File: src/rtl/mcu_sequencer.sv
// Program sequencer for the 20-bit-instruction MCU core: PC, return-address stack, wait timer.
// Optional build macro MCU_SEQ_STACK_GUARD_EN traps stack overflow/underflow into a sticky ERR state.
module mcu_sequencer #(
  parameter int unsigned PC_W        = 16,
  parameter int unsigned STACK_DEPTH = 8,
  parameter int unsigned RESET_PC    = 0
) (
  input  logic                         clk,
  input  logic                         rst,
  input  logic                         run,
  output logic [PC_W-1:0]              imem_addr,
  output logic                         imem_en,
  input  logic                         jmp_en,
  input  logic [15:0]                  jmp_const,
  input  logic                         call_en,
  input  logic [15:0]                  call_const,
  input  logic                         return_en,
  input  logic                         wait_en,
  input  logic                         wait_med,
  input  logic [1:0]                   wait_unit,
  input  logic [7:0]                   wait_const,
  input  logic                         trig,
  output logic                         exec_en,
  output logic                         busy,
  output logic [$clog2(STACK_DEPTH):0] sp,
  output logic                         stack_ovf,
  output logic                         stack_unf
);

  localparam int unsigned SP_IDX_W = $clog2(STACK_DEPTH);
  localparam int unsigned SP_W     = SP_IDX_W + 1;
  localparam int unsigned CNT_W    = 20;

  typedef enum logic [1:0] {
    ST_FETCH = 2'd0,
    ST_EXEC  = 2'd1,
    ST_WAIT  = 2'd2
`ifdef MCU_SEQ_STACK_GUARD_EN
    , ST_ERR = 2'd3
`endif
  } state_t;

  state_t              state;
  state_t              state_next;
  logic [PC_W-1:0]     pc;
  logic [PC_W-1:0]     pc_inc;
  logic [PC_W-1:0]     stack_top;
  logic [PC_W-1:0]     stack_mem [STACK_DEPTH];
  logic [CNT_W-1:0]    wait_cnt;
  logic [CNT_W-1:0]    wait_load;
  logic                wait_trig_mode;
  logic [SP_W-1:0]     sp_inc;
  logic [SP_W-1:0]     sp_dec;
  logic                in_exec;
  logic                in_wait;
  logic                do_jmp;
  logic                do_call;
  logic                do_ret;
  logic                do_wait;
  logic                wait_start;
  logic                do_step;
  logic                wait_done;
  logic                stack_full;
  logic                stack_empty;
  logic                push;
  logic                pop;

  // Strobe decode with fixed priority in case the decoder ever asserts more than one.
  assign in_exec    = (state == ST_EXEC);
  assign in_wait    = (state == ST_WAIT);
  assign do_jmp     = in_exec & jmp_en;
  assign do_call    = in_exec & ~jmp_en & call_en;
  assign do_ret     = in_exec & ~jmp_en & ~call_en & return_en;
  assign do_wait    = in_exec & ~jmp_en & ~call_en & ~return_en & wait_en;
  assign wait_start = do_wait & (wait_const != 8'd0);
  assign do_step    = in_exec & ~jmp_en & ~call_en & ~return_en & ~wait_start;

  assign pc_inc     = pc + PC_W'(1);
  assign imem_addr  = pc;

  // Timed waits count N*U-1 down to zero; trigger waits count N trig cycles.
  assign wait_load  = wait_med ? CNT_W'(wait_const)
                               : (CNT_W'(wait_const) << {wait_unit, 2'b00}) - CNT_W'(1);
  assign wait_done  = wait_trig_mode ? (trig && (wait_cnt == CNT_W'(1)))
                                     : (wait_cnt == '0);

  assign stack_full  = (sp == SP_W'(STACK_DEPTH));
  assign stack_empty = (sp == '0);
  assign sp_inc      = stack_full  ? SP_W'(1) : sp + SP_W'(1);
  assign sp_dec      = stack_empty ? SP_W'(STACK_DEPTH - 1) : sp - SP_W'(1);
  assign stack_top   = stack_mem[SP_IDX_W'(sp - SP_W'(1))];

`ifdef MCU_SEQ_STACK_GUARD_EN
  logic stack_err;

  assign push      = do_call & ~stack_full;
  assign pop       = do_ret & ~stack_empty;
  assign stack_err = (do_call & stack_full) | (do_ret & stack_empty);

  // Sticky error flags, cleared only by reset.
  always_ff @(posedge clk or posedge rst) begin
    if (rst) begin
      stack_ovf <= 1'b0;
      stack_unf <= 1'b0;
    end else begin
      if (do_call && stack_full) stack_ovf <= 1'b1;
      if (do_ret && stack_empty) stack_unf <= 1'b1;
    end
  end
`else
  // Unguarded stack: pointer wraps, oldest entry overwritten or stale entry read.
  assign push      = do_call;
  assign pop       = do_ret;
  assign stack_ovf = 1'b0;
  assign stack_unf = 1'b0;
`endif

  // State register.
  always_ff @(posedge clk or posedge rst) begin
    if (rst) state <= ST_FETCH;
    else     state <= state_next;
  end

  // Next-state logic.
  always_comb begin
    state_next = state;
    case (state)
      ST_FETCH: begin
        if (run) state_next = ST_EXEC;
      end
      ST_EXEC: begin
        state_next = wait_start ? ST_WAIT : ST_FETCH;
`ifdef MCU_SEQ_STACK_GUARD_EN
        if (stack_err) state_next = ST_ERR;
`endif
      end
      ST_WAIT: begin
        if (wait_done) state_next = ST_FETCH;
      end
`ifdef MCU_SEQ_STACK_GUARD_EN
      ST_ERR: begin
        state_next = ST_ERR;
      end
`endif
      default: begin
        state_next = ST_FETCH;
      end
    endcase
  end

  // Combinational outputs decoded from state.
  always_comb begin
    imem_en = 1'b0;
    exec_en = 1'b0;
    busy    = 1'b0;
    case (state)
      ST_FETCH: imem_en = run;
      ST_EXEC:  exec_en = ~(jmp_en | call_en | return_en | wait_en);
      ST_WAIT:  busy    = 1'b1;
      default: begin
        imem_en = 1'b0;
      end
    endcase
  end

  // Program counter.
  always_ff @(posedge clk or posedge rst) begin
    if (rst) begin
      pc <= PC_W'(RESET_PC);
    end else if (do_jmp) begin
      pc <= PC_W'(jmp_const);
    end else if (push) begin
      pc <= PC_W'(call_const);
    end else if (pop) begin
      pc <= stack_top;
    end else if (do_step || (in_wait && wait_done)) begin
      pc <= pc_inc;
    end
  end

  // Stack pointer.
  always_ff @(posedge clk or posedge rst) begin
    if (rst) begin
      sp <= '0;
    end else if (push) begin
      sp <= sp_inc;
    end else if (pop) begin
      sp <= sp_dec;
    end
  end

  // Return-address storage; contents are don't-care until written.
  always_ff @(posedge clk) begin
    if (push) stack_mem[SP_IDX_W'(sp)] <= pc_inc;
  end

  // Wait counter and mode.
  always_ff @(posedge clk or posedge rst) begin
    if (rst) begin
      wait_cnt       <= '0;
      wait_trig_mode <= 1'b0;
    end else if (wait_start) begin
      wait_cnt       <= wait_load;
      wait_trig_mode <= wait_med;
    end else if (in_wait) begin
      if (wait_done)                  wait_cnt <= '0;
      else if (!wait_trig_mode || trig) wait_cnt <= wait_cnt - CNT_W'(1);
    end
  end

endmodule

File: config.mk
export PLATFORM = sky130hd
export DESIGN_NAME = mcu_sequencer
export DESIGN_NICKNAME = d
export VERILOG_FILES = /design/src/rtl/mcu_sequencer.sv
export SDC_FILE = /design/constraint.sdc
export NUM_CORES = 1
export LEC_CHECK = 0
export CAP_MARGIN = 25
export CELL_PAD_IN_SITES_DETAIL_PLACEMENT = 1
export CELL_PAD_IN_SITES_GLOBAL_PLACEMENT = 1
export CORE_ASPECT_RATIO = 0.8
export CORE_MARGIN = 1.5
export CORE_UTILIZATION = 47
export DETAILED_ROUTE_END_ITERATION = 8
export PLACE_DENSITY = 0.88
export SYNTH_ARGS = -nofsm -noshare
export SYNTH_HDL_FRONTEND = slang
export SYNTH_SLANG_ARGS = --single-unit
File: constraint.sdc
create_clock -name clk -period 9.6 [get_ports clk]
set_input_delay 1.92 -clock clk [delete_from_list [all_inputs] [get_ports clk]]
set_output_delay 1.92 -clock clk [all_outputs]
set_load 0.05 [all_outputs]
==> results of run 1 <==
-- final cells by class --
type / instances / area, µm² / share of cell area [%]
well taps: 225 / 282 / 2.79
multi-input cells: 464 / 3400 / 33.8
inverters: 12 / 45.0 / 0.447
repair buffers: 90 / 871 / 8.64
flip-flops and latches: 171 / 4920 / 48.8
clock buffers: 17 / 425 / 4.22
clock inverters: 15 / 131 / 1.30
-- state kept, by name (all words and copies together) (netlist names) --
register and flops:
state 2, wait_cnt 20, stack_mem 128, sp 4, imem_addr 16, wait_trig_mode 1
-- cell families (layout without fill, tap and decap cells) --
kind of cell	after synthesis	count (layout)	share of synthesized area, %
adder cells (fa/ha/maj)	7	7	1.03
AO/OA/AOI/OAI	169	169	13.1
buffers and inverters	60	134	2.87
flip-flops	171	171	57.6
other	1	2	0.0439
AND/OR/NAND/NOR	213	213	12.5
multiplexers	43	43	9.77
XOR/XNOR	30	30	3.08
-- through the flow --
| stage | util (%) | instance area, µm² | hold slack, ps | worst slack (ps) | total power [mW] |
|---|---|---|---|---|---|
| 6_report | 57.5 | 10100 | 507 | 3640 | 2.79 |
| 5_1_grt | 57.5 | 10100 | 547 | 3500 | 2.90 |
| 4_1_cts | 57.3 | 10100 | 510 | 3660 | 2.78 |
| 3_5_place_dp | 54.2 | 9500 | 495 | 3670 | 2.10 |
| 3_3_place_gp | 54.2 | 9500 | 493 | 3760 | 2.04 |
| 2_1_floorplan | - | 8550 | 471 | 4170 | 1.75 |
-- worst max-delay path, stage by stage --
cell	delay [ps]
sky130_fd_sc_hd__clkdlybuf4s50_1	490
sky130_fd_sc_hd__nor4b_1	540
sky130_fd_sc_hd__nor3b_1	250
sky130_fd_sc_hd__clkdlybuf4s50_1	830
-- where the power goes --
part | internal (mW) | switching, mW
registers | 0.956 | 0.132
clock network | 0.341 | 0.318
logic | 0.396 | 0.646
total | 1.69 | 1.10
-- how the worst min path moves through the flow --
stage | to | slack, ps | depth (start not counted)
after global routing | wait_cnt[8] | 550 | 2
after global placement | wait_cnt[8] | 490 | 2
after floorplan | wait_cnt[8] | 470 | 2
final | wait_cnt[8] | 510 | 2
after CTS | wait_cnt[8] | 510 | 2
after detailed placement | wait_cnt[8] | 490 | 2
-- cells in the mapped netlist (all sizes together), types with 8 or more instances --
master  count  share of area (%)
o21ai      52                3.0
dfrtp      43                 13
xor2       12                1.2
nand2      47                2.1
xnor2      18                1.8
buf        12               0.72
a22o        8               0.82
nor3       23                1.3
nand3      25                1.5
inv        12               0.53
mux2i       8               0.94
a22oi       8               0.70
a21oi      23                1.3
nor2       50                2.2
mux4       32                8.4
edfxtp    128                 45
a221oi      9               0.92
clkbuf     36                1.6
o22ai      10               0.73
nor4       14                1.0
o31ai      13                1.1
-- routing by layer --
metal | vias up | share of wire, %
li1 | 2836 | -
met3 | 59 | 7.4
met1 | 3464 | 41
met5 | - | 0
met4 | 0 | 2.4
met2 | 407 | 49
==> results.json, run 1 <==
{
  "clock_sink_count": 171,
  "num-nets-final": 814,
  "final.period_utilization_pct": 62.1,
  "layout.filler_cells": 1762,
  "antenna_violations_before_repair": 0,
  "port-buffer-count": 73,
  "period_needed_ps": 5960,
  "worstReg2RegStart": "sp[0]",
  "final_cell_mix": "sky130_fd_sc_hd__edfxtp_1, sky130_fd_sc_hd__clkdlybuf4s50_1, sky130_fd_sc_hd__o21ai_0, sky130_fd_sc_hd__nor2_1, sky130_fd_sc_hd__nand2_1",
  "floorplan.io_pins": 76,
  "path_clk_slew_ps": 70,
  "synth.ff_latch_count": 171,
  "yosysWarningCount": 0,
  "top_usage_layer": "met2",
  "finalWeightedCongestion": 0.931,
  "final.setup_skew_ps": 10.7,
  "wl_per_cell_um": 28.4,
  "dieHeight_um": 124,
  "holdBufCountCts": 0,
  "timing.hold.worst.class": "reg -> reg",
  "yosysUniqueCellTypes": 59,
  "areaGrowthSynthToFinish_pct": 18.0,
  "tightestPinTransition_ps": 987,
  "final_hold_viol_count": 0,
  "critPathLaunch": "jmp_en",
  "reg2reg_slack_ps": 6130,
  "grt_start_max_net_pins": 44,
  "global_route_congestion_overflow_total": 0,
  "grtUsageMet2_pct": 50.3,
  "cts-root-buf": "sky130_fd_sc_hd__clkbuf_16",
  "vias_in_the_first_global_route": 6964,
  "dr.pass1.iters": 5,
  "drt_wl_total_mm": 28.3,
  "worst_hold_startpoint": "wait_cnt[8]",
  "post_cts.resized_instances": 0,
  "use_met3_pct": 5.60,
  "slew_viols_final": 0,
  "slew_headroom_pct": 33.3,
  "vias": 6766,
  "synth-async-reset-ratio_pct": 25.1,
  "detailed_place_hpwl_mm": 18.0,
  "total_leakage_power_nw": 3.47,
  "finalSetupTns_ps": 0,
  "clock_buffer_count_from_cts": 17,
  "synth_ff_type": "sky130_fd_sc_hd__edfxtp_1",
  "rsz0062_at_grt": "no",
  "cp.required_ps": 7680,
  "fmax_mhz": 168,
  "cp_max_fo": 5,
  "power.density_cell_area_mw_per_mm2": 277,
  "synth_enable_flop_cells": 128,
  "run_status": "finished clean",
  "postSynthCellCount": 694,
  "postSynthAreaPerCell_um2": 12.3,
  "final-setup-viol-count": 0,
  "first_iter_violations": 861,
  "core_region_area_mm2": 0.0175,
  "synth.cell_area_mm2": 0.00854,
  "cts.repair_timing.setup_buffer_count": 0,
  "global_route.usage.total_pct": 30.8,
  "critPathArrivalTime_ps": 4040,
  "max-vdd-ir-drop_mv": 0.334,
  "remaining_drc_errors": 0,
  "ctsHtreeMaxLevel": 4,
  "reg2reg_depth": 9,
  "critical_path_endpoint_category": "primary output",
  "grtUsageMet1_pct": 42.2,
  "reg2reg_to": "imem_addr[12]",
  "setup.worst_path.end": "exec_en",
  "floorplan.initialDensity_pct": 48.7,
  "max_cap_viol_count": 0,
  "insertion_delay_ps": 440,
  "grt_pass1_wl_mm": 42.7,
  "fp.dieArea_mm2": 0.0190,
  "setup.worst_path.start_class": "input pin",
  "post_layout_nonfiller_instances": 994,
  "post_placement_cell_count": 961,
  "fraction_of_layout_cells_with_a_size_suffix_above_1_pct": 12.1,
  "cts_max_path_bufs": 2,
  "seq_area_frac_synth_pct": 57.6,
  "final_antenna_net_count": 0,
  "worst-setup-path-type": "in -> out",
  "cts_tree": "done",
  "avgViaCountPerCell": 6.81,
  "die_w_um": 154,
  "rows": 43,
  "antenna-diode-count": 0,
  "most_frequent_standard_cell_in_the_layout_excluding_fill_and_tap_cells": "sky130_fd_sc_hd__edfxtp_1"
}
Power figures use the tool's default switching activity.
==> run 2, diff against run 1 <==
--- a/config.mk
+++ b/config.mk
@@ -10,9 +10,9 @@
 export CELL_PAD_IN_SITES_GLOBAL_PLACEMENT = 1
 export CORE_ASPECT_RATIO = 0.8
 export CORE_MARGIN = 1.5
-export CORE_UTILIZATION = 47
+export CORE_UTILIZATION = 43
 export DETAILED_ROUTE_END_ITERATION = 8
-export PLACE_DENSITY = 0.88
+export PLACE_DENSITY = 0.85
 export SYNTH_ARGS = -nofsm -noshare
 export SYNTH_HDL_FRONTEND = slang
 export SYNTH_SLANG_ARGS = --single-unit
==> constraint.sdc (replaced) <==
create_clock -name clk -period 5 [get_ports clk]
set_input_delay 1 -clock clk [delete_from_list [all_inputs] [get_ports clk]]
set_output_delay 1 -clock clk [all_outputs]
set_load 0.05 [all_outputs]
==> run 2 against run 1 <==
Effect of this change: combinational power increased by 89%; critical path depth is the same; global-route usage down 4.0 points; routed wire length down 5.5%; die area is 9.1% higher; clock skew is 0.87 ps higher; sequential share of layout area shrank 0.45 points; via count decreased by 3.1%; clock power is 96% higher; largest power group unchanged.
==> results.json, run 2 (synthesis gave the netlist of run 1 again) <==
{
  "grt_pass1_wl_mm": 41.0,
  "clock_sink_count": 171,
  "max_reg_flops": 128,
  "critical_path_endpoint_category": "primary output",
  "cts.repair_timing.setup_buffer_count": 0,
  "rows": 45,
  "slew_headroom_pct": 36.8,
  "dr.pass1.iters": 4,
  "die_w_um": 161,
  "clkPwrFrac_pct": 24.1,
  "finalSetupTns_ps": 0,
  "worstReg2RegStart": "sp[1]",
  "sequentialPowerShare_pct": 38.9,
  "internal-power_mw": 3.26,
  "reg2reg_to": "imem_addr[15]",
  "worst_slack_ps": 847,
  "remaining_drc_errors": 0,
  "final.period_utilization_pct": 83.1,
  "port-buffer-count": 73,
  "final_cell_mix": "sky130_fd_sc_hd__edfxtp_1, sky130_fd_sc_hd__clkdlybuf4s50_1, sky130_fd_sc_hd__o21ai_0, sky130_fd_sc_hd__nor2_1, sky130_fd_sc_hd__nand2_1",
  "insertion_delay_ps": 430,
  "grt_start_max_net_pins": 44,
  "areaGrowthSynthToFinish_pct": 19.1,
  "vias": 6559,
  "most_frequent_standard_cell_in_the_layout_excluding_fill_and_tap_cells": "sky130_fd_sc_hd__edfxtp_1",
  "worst-setup-path-type": "in -> out",
  "antenna_violations_before_repair": 0,
  "cts_tree": "done",
  "critPathArrivalTime_ps": 3150,
  "fp.dieArea_mm2": 0.0207,
  "num-nets-final": 819,
  "floorplan.io_pins": 76,
  "post_cts.resized_instances": 0,
  "rsz0062_at_grt": "no",
  "finalWeightedCongestion": 0.905,
  "reg2reg_slack_ps": 1840,
  "drt_wl_total_mm": 26.7,
  "max-vdd-ir-drop_mv": 0.273,
  "period_needed_ps": 4150,
  "layout.filler_cells": 1951,
  "first_iter_violations": 665,
  "wl_per_cell_um": 25.9,
  "dieHeight_um": 129,
  "critPathLaunch": "jmp_en",
  "avgViaCountPerCell": 6.36,
  "registers.top_by_ff_count": "stack_mem",
  "antenna-diode-count": 0,
  "cts-root-buf": "sky130_fd_sc_hd__clkbuf_16",
  "setup.worst_path.start_class": "input pin",
  "switching_fraction_of_total_power_pct": 38.7,
  "reg2reg_depth": 7,
  "max_cap_viol_count": 0,
  "ctsHtreeMaxLevel": 4,
  "holdBufCountCts": 0,
  "tightestPinTransition_ps": 945,
  "global_route.usage.total_pct": 26.7,
  "total_leakage_power_nw": 3.50,
  "post_dp_cell_area_mm2": 0.00958,
  "core_region_area_mm2": 0.0192,
  "cts_max_path_bufs": 2,
  "fraction_of_layout_cells_with_a_size_suffix_above_1_pct": 12.8,
  "place_worst_setup_slack_ps": 828,
  "final.setup_skew_ps": 11.6,
  "setup.worst_path.end": "exec_en",
  "vias_in_the_first_global_route": 6826,
  "path_clk_slew_ps": 70,
  "floorplan.initialDensity_pct": 44.5,
  "power.density_cell_area_mw_per_mm2": 524,
  "total_power_mw": 5.33,
  "power_frac_comb_pct": 37.0,
  "netSwitchingPower_mw": 2.06,
  "design_area_mm2": 0.0102,
  "slew_viols_final": 0,
  "final_antenna_net_count": 0,
  "clock_buffer_count_from_cts": 17,
  "fmax_mhz": 241,
  "global_route_congestion_overflow_total": 0,
  "cp.required_ps": 4000,
  "detailed_place_hpwl_mm": 18.5,
  "timing.hold.worst.class": "reg -> reg",
  "final-setup-viol-count": 0,
  "final_hold_viol_count": 0,
  "run_status": "finished clean",
  "final_core_util_pct": 53.0,
  "cp_max_fo": 5
}
[run 2: changes by cell type in the layout (fill, tap and decap cells not counted)]
cell / change
sky130_fd_sc_hd__clkinv_1: -1
sky130_fd_sc_hd__clkinv_2: -2
sky130_fd_sc_hd__buf_4: +5
sky130_fd_sc_hd__inv_6: +1
sky130_fd_sc_hd__inv_8: +1
sky130_fd_sc_hd__clkinv_4: +1
[run 2: layout make-up]
cell class / count / area (µm²) / area share (%)
Sequential cell: 171 / 4920 / 48.4
Multi-Input combinational cell: 464 / 3400 / 33.4
Timing Repair Buffer: 95 / 908 / 8.93
Clock buffer: 17 / 425 / 4.18
Tap cell: 258 / 323 / 3.17
Clock inverter: 15 / 146 / 1.44
Inverter: 12 / 45.0 / 0.443
[run 2: metrics by stage]
stage          std cells  hold WS, ps
6_report            1032          527
5_1_grt             1032          568
4_1_cts             1031          533
3_5_place_dp         999          520
3_3_place_gp         999          484
2_1_floorplan        695          471
[run 2: worst min path at each step]
| stage | cells past startpoint | slack [ps] | from | end |
|---|---|---|---|---|
| floorplan | 2 | 470 | wait_cnt[8] | wait_cnt[8] |
| global placement | 2 | 480 | wait_cnt[8] | wait_cnt[8] |
| detailed placement | 1 | 520 | state[1] | state[0] |
| CTS | 1 | 530 | state[0] | state[0] |
| global route | 1 | 570 | state[0] | state[0] |
| finish | 1 | 530 | state[0] | state[0] |
[run 2: critical path, stage by stage]
cell and delay, ps:
sky130_fd_sc_hd__clkdlybuf4s50_1 490, sky130_fd_sc_hd__nor4b_1 580, sky130_fd_sc_hd__nor3b_1 250, sky130_fd_sc_hd__clkdlybuf4s50_1 830
[run 2: power groups by stage]
stage	Sequential [mW]	Clock (mW)	Combinational, mW
6_report	2.07	1.29	1.97
5_1_grt	2.09	1.35	2.11
4_1_cts	2.06	1.31	1.97
3_5_place_dp	2.09	0	1.96
3_3_place_gp	2.07	0	1.86
2_1_floorplan	2.25	0	1.12
[run 2: routing by layer]
layer  GRT usage (%)  wire length (µm)  vias up
li1                -                 -     2852
met1            34.2             10900     3347
met2            44.9             13300      294
met3            6.08              1690       66
met4            10.1               821        0
met5               0                 0        -
